--- src/rtl/dm_wb_pkg.sv ---
`default_nettype none
// ============================================================================
// Module   : dm_wb_pkg
// Brief    : Shared state encodings and parameter checks for dm_wb_bridge.
// Revision : 1.0 - initial release
// ============================================================================
package dm_wb_pkg;

    typedef enum logic [1:0] {
        S_IDLE = 2'd0,
        S_WAIT = 2'd1,
        S_ACK  = 2'd2
    } slv_state_e;

    typedef enum logic [1:0] {
        M_IDLE = 2'd0,
        M_BUS  = 2'd1,
        M_RESP = 2'd2
    } mst_state_e;

    function automatic bit bus_width_ok(input int width);
        return (width == 32) || (width == 64);
    endfunction

endpackage
`default_nettype wire

--- src/rtl/dm_wb_if.sv ---
`default_nettype none
// ============================================================================
// Module   : dm_wb_if
// Brief    : Bus bundle between the SoC / dm_top and the Wishbone bridge.
// Revision : 1.0 - initial release
// ============================================================================
interface dm_wb_if #(
    parameter int BUS_WIDTH = 32
);
    logic [BUS_WIDTH-1:0]   wb_s_adr_i;
    logic [BUS_WIDTH-1:0]   wb_s_dat_i;
    logic [BUS_WIDTH/8-1:0] wb_s_sel_i;
    logic                   wb_s_we_i;
    logic                   wb_s_cyc_i;
    logic                   wb_s_stb_i;
    logic [BUS_WIDTH-1:0]   wb_s_dat_o;
    logic                   wb_s_ack_o;
    logic                   wb_s_err_o;

    logic                   dm_s_req_o;
    logic                   dm_s_we_o;
    logic [BUS_WIDTH-1:0]   dm_s_addr_o;
    logic [BUS_WIDTH/8-1:0] dm_s_be_o;
    logic [BUS_WIDTH-1:0]   dm_s_wdata_o;
    logic [BUS_WIDTH-1:0]   dm_s_rdata_i;

    logic                   dm_m_req_i;
    logic [BUS_WIDTH-1:0]   dm_m_add_i;
    logic                   dm_m_we_i;
    logic [BUS_WIDTH-1:0]   dm_m_wdata_i;
    logic [BUS_WIDTH/8-1:0] dm_m_be_i;
    logic                   dm_m_gnt_o;
    logic                   dm_m_r_valid_o;
    logic [BUS_WIDTH-1:0]   dm_m_r_rdata_o;
    logic                   dm_m_r_err_o;

    logic [BUS_WIDTH-1:0]   wb_m_adr_o;
    logic [BUS_WIDTH-1:0]   wb_m_dat_o;
    logic [BUS_WIDTH/8-1:0] wb_m_sel_o;
    logic                   wb_m_we_o;
    logic                   wb_m_cyc_o;
    logic                   wb_m_stb_o;
    logic [BUS_WIDTH-1:0]   wb_m_dat_i;
    logic                   wb_m_ack_i;
    logic                   wb_m_err_i;
    logic                   timeout_o;

    // Bridge view
    modport slave (
        input  wb_s_adr_i, wb_s_dat_i, wb_s_sel_i, wb_s_we_i, wb_s_cyc_i, wb_s_stb_i,
        output wb_s_dat_o, wb_s_ack_o, wb_s_err_o,
        output dm_s_req_o, dm_s_we_o, dm_s_addr_o, dm_s_be_o, dm_s_wdata_o,
        input  dm_s_rdata_i,
        input  dm_m_req_i, dm_m_add_i, dm_m_we_i, dm_m_wdata_i, dm_m_be_i,
        output dm_m_gnt_o, dm_m_r_valid_o, dm_m_r_rdata_o, dm_m_r_err_o,
        output wb_m_adr_o, wb_m_dat_o, wb_m_sel_o, wb_m_we_o, wb_m_cyc_o, wb_m_stb_o,
        input  wb_m_dat_i, wb_m_ack_i, wb_m_err_i,
        output timeout_o
    );

    // Environment view (interconnect, dm_top and downstream Wishbone slave)
    modport master (
        output wb_s_adr_i, wb_s_dat_i, wb_s_sel_i, wb_s_we_i, wb_s_cyc_i, wb_s_stb_i,
        input  wb_s_dat_o, wb_s_ack_o, wb_s_err_o,
        input  dm_s_req_o, dm_s_we_o, dm_s_addr_o, dm_s_be_o, dm_s_wdata_o,
        output dm_s_rdata_i,
        output dm_m_req_i, dm_m_add_i, dm_m_we_i, dm_m_wdata_i, dm_m_be_i,
        input  dm_m_gnt_o, dm_m_r_valid_o, dm_m_r_rdata_o, dm_m_r_err_o,
        input  wb_m_adr_o, wb_m_dat_o, wb_m_sel_o, wb_m_we_o, wb_m_cyc_o, wb_m_stb_o,
        output wb_m_dat_i, wb_m_ack_i, wb_m_err_i,
        input  timeout_o
    );
endinterface
`default_nettype wire

--- src/rtl/dm_wb_sba_master.sv ---
`default_nettype none
// ============================================================================
// Module   : dm_wb_sba_master
// Brief    : dm_top system-bus master to Wishbone master, with timeout.
// Revision : 1.0 - initial release
// ============================================================================
module dm_wb_sba_master
    import dm_wb_pkg::*;
#(
    parameter int BUS_WIDTH   = 32,
    parameter int MST_TIMEOUT = 255
) (
    input  logic                   clk_i,
    input  logic                   rst_i,
    input  logic                   dm_m_req_i,
    input  logic [BUS_WIDTH-1:0]   dm_m_add_i,
    input  logic                   dm_m_we_i,
    input  logic [BUS_WIDTH-1:0]   dm_m_wdata_i,
    input  logic [BUS_WIDTH/8-1:0] dm_m_be_i,
    output logic                   dm_m_gnt_o,
    output logic                   dm_m_r_valid_o,
    output logic [BUS_WIDTH-1:0]   dm_m_r_rdata_o,
    output logic                   dm_m_r_err_o,
    output logic [BUS_WIDTH-1:0]   wb_m_adr_o,
    output logic [BUS_WIDTH-1:0]   wb_m_dat_o,
    output logic [BUS_WIDTH/8-1:0] wb_m_sel_o,
    output logic                   wb_m_we_o,
    output logic                   wb_m_cyc_o,
    output logic                   wb_m_stb_o,
    input  logic [BUS_WIDTH-1:0]   wb_m_dat_i,
    input  logic                   wb_m_ack_i,
    input  logic                   wb_m_err_i,
    output logic                   timeout_o
);

    localparam int c_CNT_W = (MST_TIMEOUT > 0) ? $clog2(MST_TIMEOUT + 1) : 1;
    localparam logic [c_CNT_W-1:0] c_TMO = c_CNT_W'(MST_TIMEOUT);
    localparam bit c_TMO_EN = (MST_TIMEOUT != 0);

    mst_state_e             r_state;
    mst_state_e             w_state_nxt;
    logic [c_CNT_W-1:0]     r_cnt;
    logic [BUS_WIDTH-1:0]   r_adr;
    logic [BUS_WIDTH-1:0]   r_wdat;
    logic [BUS_WIDTH/8-1:0] r_sel;
    logic                   r_we;
    logic [BUS_WIDTH-1:0]   r_rdata;
    logic                   r_rerr;
    logic                   r_tmo;
    logic                   w_gnt;
    logic                   w_tmo_hit;
    logic                   w_term;

    assign w_tmo_hit = c_TMO_EN && (r_cnt == c_TMO);
    assign w_term    = wb_m_ack_i || wb_m_err_i || w_tmo_hit;

    always_ff @(posedge clk_i or posedge rst_i) begin
        if (rst_i) begin
            r_state <= M_IDLE;
        end else begin
            r_state <= w_state_nxt;
        end
    end

    always_comb begin
        w_state_nxt = r_state;
        w_gnt       = 1'b0;
        case (r_state)
            M_IDLE: begin
                w_gnt = dm_m_req_i && !rst_i;
                if (w_gnt) begin
                    w_state_nxt = M_BUS;
                end
            end
            M_BUS: begin
                if (w_term) begin
                    w_state_nxt = M_RESP;
                end
            end
            M_RESP:  w_state_nxt = M_IDLE;
            default: w_state_nxt = M_IDLE;
        endcase
    end

    // Error beats ack, ack beats a timeout landing in the same cycle
    always_ff @(posedge clk_i or posedge rst_i) begin
        if (rst_i) begin
            r_cnt   <= '0;
            r_adr   <= '0;
            r_wdat  <= '0;
            r_sel   <= '0;
            r_we    <= 1'b0;
            r_rdata <= '0;
            r_rerr  <= 1'b0;
            r_tmo   <= 1'b0;
        end else begin
            if (w_gnt) begin
                r_adr  <= dm_m_add_i;
                r_wdat <= dm_m_wdata_i;
                r_sel  <= dm_m_be_i;
                r_we   <= dm_m_we_i;
                r_cnt  <= '0;
            end
            if (r_state == M_BUS) begin
                r_cnt <= r_cnt + 1'b1;
                if (wb_m_err_i) begin
                    r_rerr  <= 1'b1;
                    r_rdata <= '0;
                    r_tmo   <= 1'b0;
                end else if (wb_m_ack_i) begin
                    r_rerr  <= 1'b0;
                    r_rdata <= r_we ? '0 : wb_m_dat_i;
                    r_tmo   <= 1'b0;
                end else if (w_tmo_hit) begin
                    r_rerr  <= 1'b1;
                    r_rdata <= '0;
                    r_tmo   <= 1'b1;
                end
            end
        end
    end

    assign dm_m_gnt_o     = w_gnt;
    assign dm_m_r_valid_o = (r_state == M_RESP);
    assign dm_m_r_rdata_o = dm_m_r_valid_o ? r_rdata : '0;
    assign dm_m_r_err_o   = dm_m_r_valid_o && r_rerr;
    assign timeout_o      = dm_m_r_valid_o && r_tmo;
    assign wb_m_cyc_o     = (r_state == M_BUS);
    assign wb_m_stb_o     = (r_state == M_BUS);
    assign wb_m_adr_o     = r_adr;
    assign wb_m_dat_o     = r_wdat;
    assign wb_m_sel_o     = r_sel;
    assign wb_m_we_o      = r_we;

endmodule
`default_nettype wire

--- src/rtl/dm_wb_bridge.sv ---
`default_nettype none
// ============================================================================
// Module   : dm_wb_bridge
// Brief    : Wishbone adapter for the debug module slave and system-bus ports.
// Revision : 1.0 - initial release
// ============================================================================
module dm_wb_bridge
    import dm_wb_pkg::*;
#(
    parameter int          BUS_WIDTH       = 32,
    parameter logic [63:0] DM_BASE_ADDRESS = 64'h0000_0000_0000_1000,
    parameter logic [63:0] DM_ADDR_MASK    = 64'hFFFF_FFFF_FFFF_F000,
    parameter int          SLV_LATENCY     = 1,
    parameter int          MST_TIMEOUT     = 255
) (
    input  logic    clk_i,
    input  logic    rst_i,
    dm_wb_if.slave  bus
);

    localparam logic [BUS_WIDTH-1:0] c_BASE = DM_BASE_ADDRESS[BUS_WIDTH-1:0];
    localparam logic [BUS_WIDTH-1:0] c_MASK = DM_ADDR_MASK[BUS_WIDTH-1:0];
    localparam logic [2:0]           c_LAT  = 3'(SLV_LATENCY);

    generate
        if (!bus_width_ok(BUS_WIDTH) || SLV_LATENCY < 1 || SLV_LATENCY > 4) begin : g_bad_params
            $error("dm_wb_bridge: BUS_WIDTH must be 32/64 and SLV_LATENCY 1..4");
        end
    endgenerate

    slv_state_e             r_state;
    slv_state_e             w_state_nxt;
    logic [2:0]             r_lat_cnt;
    logic                   r_abort;
    logic                   r_err;
    logic                   r_we;
    logic [BUS_WIDTH-1:0]   r_adr;
    logic [BUS_WIDTH-1:0]   r_wdat;
    logic [BUS_WIDTH-1:0]   r_rdat;
    logic [BUS_WIDTH/8-1:0] r_sel;
    logic                   w_req_seen;
    logic                   w_hit;
    logic                   w_accept;
    logic                   w_lat_done;
    logic                   w_ack;
    logic                   w_dm_req;

    // The error cycle blocks acceptance so back-to-back requests see a gap
    assign w_req_seen = bus.wb_s_cyc_i && bus.wb_s_stb_i && !r_err;
    assign w_hit      = ((bus.wb_s_adr_i & c_MASK) == c_BASE);
    assign w_accept   = (r_state == S_IDLE) && w_req_seen && w_hit;
    assign w_lat_done = (r_lat_cnt == c_LAT);

    always_ff @(posedge clk_i or posedge rst_i) begin
        if (rst_i) begin
            r_state <= S_IDLE;
        end else begin
            r_state <= w_state_nxt;
        end
    end

    always_comb begin
        w_state_nxt = r_state;
        w_ack       = 1'b0;
        w_dm_req    = 1'b0;
        case (r_state)
            S_IDLE: begin
                if (w_accept) begin
                    w_state_nxt = S_WAIT;
                end
            end
            S_WAIT: begin
                w_dm_req = (r_lat_cnt == 3'd0);
                if (w_lat_done) begin
                    w_state_nxt = (bus.wb_s_cyc_i && !r_abort) ? S_ACK : S_IDLE;
                end
            end
            S_ACK: begin
                w_ack       = 1'b1;
                w_state_nxt = S_IDLE;
            end
            default: w_state_nxt = S_IDLE;
        endcase
    end

    always_ff @(posedge clk_i or posedge rst_i) begin
        if (rst_i) begin
            r_lat_cnt <= '0;
            r_abort   <= 1'b0;
            r_err     <= 1'b0;
            r_we      <= 1'b0;
            r_adr     <= '0;
            r_wdat    <= '0;
            r_rdat    <= '0;
            r_sel     <= '0;
        end else begin
            r_err <= (r_state == S_IDLE) && w_req_seen && !w_hit;
            if (w_accept) begin
                r_adr     <= bus.wb_s_adr_i;
                r_wdat    <= bus.wb_s_dat_i;
                r_sel     <= bus.wb_s_sel_i;
                r_we      <= bus.wb_s_we_i;
                r_lat_cnt <= '0;
                r_abort   <= 1'b0;
            end
            if (r_state == S_WAIT) begin
                if (!bus.wb_s_cyc_i) begin
                    r_abort <= 1'b1;
                end
                if (w_lat_done) begin
                    r_rdat <= r_we ? '0 : bus.dm_s_rdata_i;
                end else begin
                    r_lat_cnt <= r_lat_cnt + 3'd1;
                end
            end
        end
    end

    assign bus.wb_s_ack_o   = w_ack;
    assign bus.wb_s_err_o   = r_err;
    assign bus.wb_s_dat_o   = r_rdat;
    assign bus.dm_s_req_o   = w_dm_req;
    assign bus.dm_s_we_o    = r_we;
    assign bus.dm_s_addr_o  = r_adr;
    assign bus.dm_s_be_o    = r_sel;
    assign bus.dm_s_wdata_o = r_wdat;

    dm_wb_sba_master #(
        .BUS_WIDTH   (BUS_WIDTH),
        .MST_TIMEOUT (MST_TIMEOUT)
    ) u_sba_master (
        .clk_i          (clk_i),
        .rst_i          (rst_i),
        .dm_m_req_i     (bus.dm_m_req_i),
        .dm_m_add_i     (bus.dm_m_add_i),
        .dm_m_we_i      (bus.dm_m_we_i),
        .dm_m_wdata_i   (bus.dm_m_wdata_i),
        .dm_m_be_i      (bus.dm_m_be_i),
        .dm_m_gnt_o     (bus.dm_m_gnt_o),
        .dm_m_r_valid_o (bus.dm_m_r_valid_o),
        .dm_m_r_rdata_o (bus.dm_m_r_rdata_o),
        .dm_m_r_err_o   (bus.dm_m_r_err_o),
        .wb_m_adr_o     (bus.wb_m_adr_o),
        .wb_m_dat_o     (bus.wb_m_dat_o),
        .wb_m_sel_o     (bus.wb_m_sel_o),
        .wb_m_we_o      (bus.wb_m_we_o),
        .wb_m_cyc_o     (bus.wb_m_cyc_o),
        .wb_m_stb_o     (bus.wb_m_stb_o),
        .wb_m_dat_i     (bus.wb_m_dat_i),
        .wb_m_ack_i     (bus.wb_m_ack_i),
        .wb_m_err_i     (bus.wb_m_err_i),
        .timeout_o      (bus.timeout_o)
    );

endmodule
`default_nettype wire
--- src/flat_wrapper.sv ---
// flat-port wrapper written by rule: the top's interface ports become plain ports
module dm_wb_bridge_flat import dm_wb_pkg::*;
#(
    parameter int          BUS_WIDTH       = 32,
    parameter logic [63:0] DM_BASE_ADDRESS = 64'h0000_0000_0000_1000,
    parameter logic [63:0] DM_ADDR_MASK    = 64'hFFFF_FFFF_FFFF_F000,
    parameter int          SLV_LATENCY     = 1,
    parameter int          MST_TIMEOUT     = 255
)
  (clk_i, rst_i, bus_wb_s_adr_i, bus_wb_s_dat_i, bus_wb_s_sel_i, bus_wb_s_we_i, bus_wb_s_cyc_i, bus_wb_s_stb_i, bus_wb_s_dat_o, bus_wb_s_ack_o, bus_wb_s_err_o, bus_dm_s_req_o, bus_dm_s_we_o, bus_dm_s_addr_o, bus_dm_s_be_o, bus_dm_s_wdata_o, bus_dm_s_rdata_i, bus_dm_m_req_i, bus_dm_m_add_i, bus_dm_m_we_i, bus_dm_m_wdata_i, bus_dm_m_be_i, bus_dm_m_gnt_o, bus_dm_m_r_valid_o, bus_dm_m_r_rdata_o, bus_dm_m_r_err_o, bus_wb_m_adr_o, bus_wb_m_dat_o, bus_wb_m_sel_o, bus_wb_m_we_o, bus_wb_m_cyc_o, bus_wb_m_stb_o, bus_wb_m_dat_i, bus_wb_m_ack_i, bus_wb_m_err_i, bus_timeout_o);
  dm_wb_if #(.BUS_WIDTH(BUS_WIDTH)) bus_i ();
  input  logic clk_i;
  input  logic rst_i;
  input wire logic [$bits(bus_i.wb_s_adr_i)-1:0] bus_wb_s_adr_i;
  input wire logic [$bits(bus_i.wb_s_dat_i)-1:0] bus_wb_s_dat_i;
  input wire logic [$bits(bus_i.wb_s_sel_i)-1:0] bus_wb_s_sel_i;
  input wire logic [$bits(bus_i.wb_s_we_i)-1:0] bus_wb_s_we_i;
  input wire logic [$bits(bus_i.wb_s_cyc_i)-1:0] bus_wb_s_cyc_i;
  input wire logic [$bits(bus_i.wb_s_stb_i)-1:0] bus_wb_s_stb_i;
  output wire logic [$bits(bus_i.wb_s_dat_o)-1:0] bus_wb_s_dat_o;
  output wire logic [$bits(bus_i.wb_s_ack_o)-1:0] bus_wb_s_ack_o;
  output wire logic [$bits(bus_i.wb_s_err_o)-1:0] bus_wb_s_err_o;
  output wire logic [$bits(bus_i.dm_s_req_o)-1:0] bus_dm_s_req_o;
  output wire logic [$bits(bus_i.dm_s_we_o)-1:0] bus_dm_s_we_o;
  output wire logic [$bits(bus_i.dm_s_addr_o)-1:0] bus_dm_s_addr_o;
  output wire logic [$bits(bus_i.dm_s_be_o)-1:0] bus_dm_s_be_o;
  output wire logic [$bits(bus_i.dm_s_wdata_o)-1:0] bus_dm_s_wdata_o;
  input wire logic [$bits(bus_i.dm_s_rdata_i)-1:0] bus_dm_s_rdata_i;
  input wire logic [$bits(bus_i.dm_m_req_i)-1:0] bus_dm_m_req_i;
  input wire logic [$bits(bus_i.dm_m_add_i)-1:0] bus_dm_m_add_i;
  input wire logic [$bits(bus_i.dm_m_we_i)-1:0] bus_dm_m_we_i;
  input wire logic [$bits(bus_i.dm_m_wdata_i)-1:0] bus_dm_m_wdata_i;
  input wire logic [$bits(bus_i.dm_m_be_i)-1:0] bus_dm_m_be_i;
  output wire logic [$bits(bus_i.dm_m_gnt_o)-1:0] bus_dm_m_gnt_o;
  output wire logic [$bits(bus_i.dm_m_r_valid_o)-1:0] bus_dm_m_r_valid_o;
  output wire logic [$bits(bus_i.dm_m_r_rdata_o)-1:0] bus_dm_m_r_rdata_o;
  output wire logic [$bits(bus_i.dm_m_r_err_o)-1:0] bus_dm_m_r_err_o;
  output wire logic [$bits(bus_i.wb_m_adr_o)-1:0] bus_wb_m_adr_o;
  output wire logic [$bits(bus_i.wb_m_dat_o)-1:0] bus_wb_m_dat_o;
  output wire logic [$bits(bus_i.wb_m_sel_o)-1:0] bus_wb_m_sel_o;
  output wire logic [$bits(bus_i.wb_m_we_o)-1:0] bus_wb_m_we_o;
  output wire logic [$bits(bus_i.wb_m_cyc_o)-1:0] bus_wb_m_cyc_o;
  output wire logic [$bits(bus_i.wb_m_stb_o)-1:0] bus_wb_m_stb_o;
  input wire logic [$bits(bus_i.wb_m_dat_i)-1:0] bus_wb_m_dat_i;
  input wire logic [$bits(bus_i.wb_m_ack_i)-1:0] bus_wb_m_ack_i;
  input wire logic [$bits(bus_i.wb_m_err_i)-1:0] bus_wb_m_err_i;
  output wire logic [$bits(bus_i.timeout_o)-1:0] bus_timeout_o;
  assign bus_i.wb_s_adr_i = bus_wb_s_adr_i;
  assign bus_i.wb_s_dat_i = bus_wb_s_dat_i;
  assign bus_i.wb_s_sel_i = bus_wb_s_sel_i;
  assign bus_i.wb_s_we_i = bus_wb_s_we_i;
  assign bus_i.wb_s_cyc_i = bus_wb_s_cyc_i;
  assign bus_i.wb_s_stb_i = bus_wb_s_stb_i;
  assign bus_wb_s_dat_o = bus_i.wb_s_dat_o;
  assign bus_wb_s_ack_o = bus_i.wb_s_ack_o;
  assign bus_wb_s_err_o = bus_i.wb_s_err_o;
  assign bus_dm_s_req_o = bus_i.dm_s_req_o;
  assign bus_dm_s_we_o = bus_i.dm_s_we_o;
  assign bus_dm_s_addr_o = bus_i.dm_s_addr_o;
  assign bus_dm_s_be_o = bus_i.dm_s_be_o;
  assign bus_dm_s_wdata_o = bus_i.dm_s_wdata_o;
  assign bus_i.dm_s_rdata_i = bus_dm_s_rdata_i;
  assign bus_i.dm_m_req_i = bus_dm_m_req_i;
  assign bus_i.dm_m_add_i = bus_dm_m_add_i;
  assign bus_i.dm_m_we_i = bus_dm_m_we_i;
  assign bus_i.dm_m_wdata_i = bus_dm_m_wdata_i;
  assign bus_i.dm_m_be_i = bus_dm_m_be_i;
  assign bus_dm_m_gnt_o = bus_i.dm_m_gnt_o;
  assign bus_dm_m_r_valid_o = bus_i.dm_m_r_valid_o;
  assign bus_dm_m_r_rdata_o = bus_i.dm_m_r_rdata_o;
  assign bus_dm_m_r_err_o = bus_i.dm_m_r_err_o;
  assign bus_wb_m_adr_o = bus_i.wb_m_adr_o;
  assign bus_wb_m_dat_o = bus_i.wb_m_dat_o;
  assign bus_wb_m_sel_o = bus_i.wb_m_sel_o;
  assign bus_wb_m_we_o = bus_i.wb_m_we_o;
  assign bus_wb_m_cyc_o = bus_i.wb_m_cyc_o;
  assign bus_wb_m_stb_o = bus_i.wb_m_stb_o;
  assign bus_i.wb_m_dat_i = bus_wb_m_dat_i;
  assign bus_i.wb_m_ack_i = bus_wb_m_ack_i;
  assign bus_i.wb_m_err_i = bus_wb_m_err_i;
  assign bus_timeout_o = bus_i.timeout_o;
  dm_wb_bridge #(.BUS_WIDTH(BUS_WIDTH), .DM_BASE_ADDRESS(DM_BASE_ADDRESS), .DM_ADDR_MASK(DM_ADDR_MASK), .SLV_LATENCY(SLV_LATENCY), .MST_TIMEOUT(MST_TIMEOUT)) u_core (.clk_i(clk_i), .rst_i(rst_i), .bus(bus_i));
endmodule
--- config.mk ---
export PLATFORM = sky130hd
export DESIGN_NAME = dm_wb_bridge_flat
export DESIGN_NICKNAME = d
export VERILOG_FILES = /design/src/rtl/dm_wb_pkg.sv /design/src/rtl/dm_wb_if.sv /design/src/rtl/dm_wb_sba_master.sv /design/src/rtl/dm_wb_bridge.sv /design/src/flat_wrapper.sv
export SDC_FILE = /design/constraint.sdc
export NUM_CORES = 1
export LEC_CHECK = 0
export CAP_MARGIN = 20
export CORE_ASPECT_RATIO = 1.1
export CORE_MARGIN = 2
export CORE_UTILIZATION = 25
export DETAILED_ROUTE_END_ITERATION = 10
export PLACE_DENSITY = 0.58
export SYNTH_ARGS = -nofsm -noshare
export SYNTH_HDL_FRONTEND = slang
export SYNTH_HIERARCHICAL = 1
export SYNTH_SLANG_ARGS = --single-unit
--- constraint.sdc ---
create_clock -name clk_i -period 5.5 [get_ports clk_i]
set_input_delay 1.375 -clock clk_i [delete_from_list [all_inputs] [get_ports clk_i]]
set_output_delay 1.375 -clock clk_i [all_outputs]
set_load 0.01 [all_outputs]
==> summary.txt <==
Route
  • # DRC: 0
  • Drt pass-1 iters: 6
  • Average vias per placed instance: 4.26
  • Initial DRC Count: 246
  • Post-route ant nets: 0
  • Routed vias: 7558
  • WL final: 28500 um
  • WL per Instance: 16.1 um

GRT
  • Global route total overflow: 0
  • Gr usage total: 0.147
  • Wire length of the first global-routing pass: 43800 um
  • Antenna violations before repair: 1
  • Vias in the first global route: 7697
  • Largest net degree at the start of global routing: 78

Synth
  • Register area share after synthesis: 0.608
  • Share of the synthesized area in the top cell type: 0.608
  • Synth Warn #: 6
  • Synth Area per Inst: 10.6 um2
  • Seq cells post-synth: 221
  • Post-synth EDFFs: 0
  • Net count after synthesis: 1075
  • Top cells by area, synth: dfrtp_1, nand2_1, mux2_2
  • Post-synth top cells: nand2_1, dfrtp_1, o21ai_0
  • Asr flop ratio synth: 1.00
  • Post-Syn Area: 0.00910 mm2
  • Synth cell types: 43
  • Post-Syn Instances: 862
  • Commonest register cell after synthesis: dfrtp_1
  • Largest area contributor in the netlist: dfrtp_1
  • Top-count cell post-synth: nand2_1

Layout
  • Fill count: 3534
  • Layout Cells excl Fill: 1776
  • Share of cells above drive strength 1: 0.0846
  • Antenna Cells: 0
  • Area grow syn2layout: 60.0%
  • Final net count: 1485

Clock tree
  • # H-tree levels: 1
  • Num CTS Buffers: 26
  • Post-CTS Resized: 0
  • Max Root-Sink Buffers: 3
  • Hold_buf cts: 0
  • CTS tree: done
  • # Post-CTS Setup Buffers: 0
  • Clock root buffer: clkbuf_16
  • Clock Pin Slew Worst Setup and Hold Paths: 0.06 ns
  • Skew-Pair Late Insertion Delay: 0.53 ns
  • Clock sinks: 221

Pwr
  • Clock share of power: 0.320
  • Leak: 6.68 nW
  • Sw power: 0.00149 W
  • Internal: 0.00374 W
  • Combinational fraction of design power: 0.256
  • Sequential share of power: 0.424
  • Sw Share: 0.284
  • Peak supply drop: 0.223 mV
  • PwrDens: 359 mW/mm2

Timing
  • Worst Skew: 0.00724 ns
  • RSZ-0062 raised after global routing: false
  • Final setup viols: 0
  • Slew Viols, Final: 0
  • Final Hold Viols: 0
  • Max transition margin: 0.374
  • Least-Margin Pin Slew: 0.939 ns
  • Max Freq: 221 MHz
  • Final Critical Period: 4.53 ns
  • Final Cycle Share: 0.824
  • Setup_tns: 0 ns

Run
  • Max cap viols: 0

Place
  • DP HPWL: 20000 um
  • PortBufs: 419
  • Placed cells: 1731
  • RD Place Congestion: 0.740

Setup path
  • Critical path class: input pin to output port
  • Critical-path top delay cell: or4b_4
  • Crit path DAT: 3.16 ns
  • Crit. Startpoint: rst_i
  • Max incr delay on CP: 0.57 ns
  • Setup crit end kind: output port
  • Crit-path cells: clkdlybuf4s50_1 -> or4b_4 -> clkinv_2 -> clkdlybuf4s50_1
  • Req. time, crit path: 4.12 ns
  • Startpoint Class: input pin
  • Most frequent CP cell: clkdlybuf4s50_1
  • Crit Path Max Fanout: 3
  • Crit Reg-Reg Startpoint: u_core/r_state[1]$_DFFE_PP0P_

Worst hold path
  • Hold Crit Start: u_core/r_abort$_DFF_PP0_
  • HP Class: flop to flop

Die
  • Die height: 204 um
  • Die Wd: 186 um
  • Core Box Area: 0.0360 mm2
  • Core Rows: 73
  • Initial core utilization: 0.253
  • # IOs: 420
  • Die ar.: 0.0379 mm2

Run status
  • Status: finished, final reports clean
-- power groups by stage --
stage	registers, W	logic, W	clock network (W)
2_1_floorplan	0.00231	0.000446	0
3_3_place_gp	0.00222	0.00134	0
3_5_place_dp	0.00224	0.00136	0
4_1_cts	0.00222	0.00136	0.00174
5_1_grt	0.00227	0.00149	0.00181
6_report	0.00222	0.00134	0.00167
-- final timing paths --
check,endpoint,slack (ns),depth (start not counted)
min reg2reg,u_core/r_state[1]$_DFFE_PP0P_,0.44,1
max,bus_dm_m_gnt_o,0.97,4
min,u_core/r_state[1]$_DFFE_PP0P_,0.44,1
max in group asynchronous,u_core/u_sba_master/r_rdata[11]$_DFFE_PP0P_,3.01,3
max reg2reg,u_core/bus.dm_s_addr_o[11]$_DFFE_PP0P_,3.30,4
min in group asynchronous,u_core/u_sba_master/r_tmo$_DFFE_PP0P_,1.50,2
-- sequential cells by signal, indices dropped and copies added, names as in the netlist --
name and cells:
u_core/bus.dm_s_addr_o 32, u_core/bus.dm_s_wdata_o 32, u_core/bus.wb_s_dat_o 32, u_core/u_sba_master/r_rdata 32
u_core/u_sba_master/wb_m_adr_o 32, u_core/u_sba_master/wb_m_dat_o 32, u_core/u_sba_master/r_cnt 8, u_core/bus.dm_s_be_o 4
u_core/u_sba_master/wb_m_sel_o 4, u_core/r_lat_cnt 3, u_core/r_state 2, u_core/u_sba_master/r_state 2
u_core/bus.dm_s_we_o 1, u_core/bus.wb_s_err_o 1, u_core/r_abort 1, u_core/u_sba_master/r_rerr 1
u_core/u_sba_master/r_tmo 1, u_core/u_sba_master/wb_m_we_o 1
-- critical path, delay by kind of cell --
kind / cells / cell delay (ns)
buffers and inverters: 3 / 1.20
AND/OR/NAND/NOR: 1 / 0.57
-- placed cells by master, fill, tap and decap left out, types with 3 or more instances in the layout --
master,count
mux2i_1,3
and2_1,34
mux2_1,3
nand2b_1,36
mux2_2,46
buf_4,14
nor2_1,6
clkbuf_1,9
nor4_1,4
inv_1,39
a32oi_1,32
clkbuf_8,5
dfrtp_1,221
nor3_1,4
nor2b_1,20
clkbuf_16,27
o21ai_0,67
nand3_1,6
clkinv_2,4
nand4_1,3
nand2_1,251
ha_1,4
clkdlybuf4s50_1,419
o22ai_1,3
-- area by class of cell --
type	count	area (um2)	share of cell area
repair buffers	434	4330	0.297
clock inverters	4	45.0	0.00309
inverters	42	164	0.0113
multi-input cells	547	3100	0.213
clock buffers	41	778	0.0535
flip-flops and latches	221	5530	0.380
well taps	487	609	0.0419
-- cells by family (layout without fill, tap and decap cells) --
family | count (synthesis) | count (layout) | synth area share
adder cells (fa/ha/maj) | 4 | 4 | 0.00550
buffers and inverters | 94 | 521 | 0.0532
flip-flops | 221 | 221 | 0.608
AO/OA/AOI/OAI | 112 | 112 | 0.0777
XOR/XNOR | 1 | 1 | 0.000963
AND/OR/NAND/NOR | 378 | 378 | 0.191
multiplexers | 52 | 52 | 0.0639
-- through the flow --
step                      hold slack, ns  instance area (um2)  total power, W  worst slack (ns)  utilization
after global placement             0.420                13700         0.00356             0.980        0.381
after CTS                          0.445                14600         0.00532             0.952        0.404
after global routing               0.465                14600         0.00556             0.926        0.404
after floorplan                    0.409                 9100         0.00276              1.14            -
final                              0.437                14600         0.00523             0.968        0.404
after detailed placement           0.436                13700         0.00360             0.966        0.382
-- layer usage --
layer / GRT usage / routed length (um) / vias to the layer above / part of all wire
met2: 0.241 / 13400 / 275 / 0.47
li1: - / - / 3638 / -
met5: 0 / 13 / - / 0.00046
met1: 0.178 / 11700 / 3598 / 0.41
met4: 0.0461 / 699 / 2 / 0.024
met3: 0.0535 / 2760 / 45 / 0.097
No activity file was read; power rests on OpenSTA's default activity.
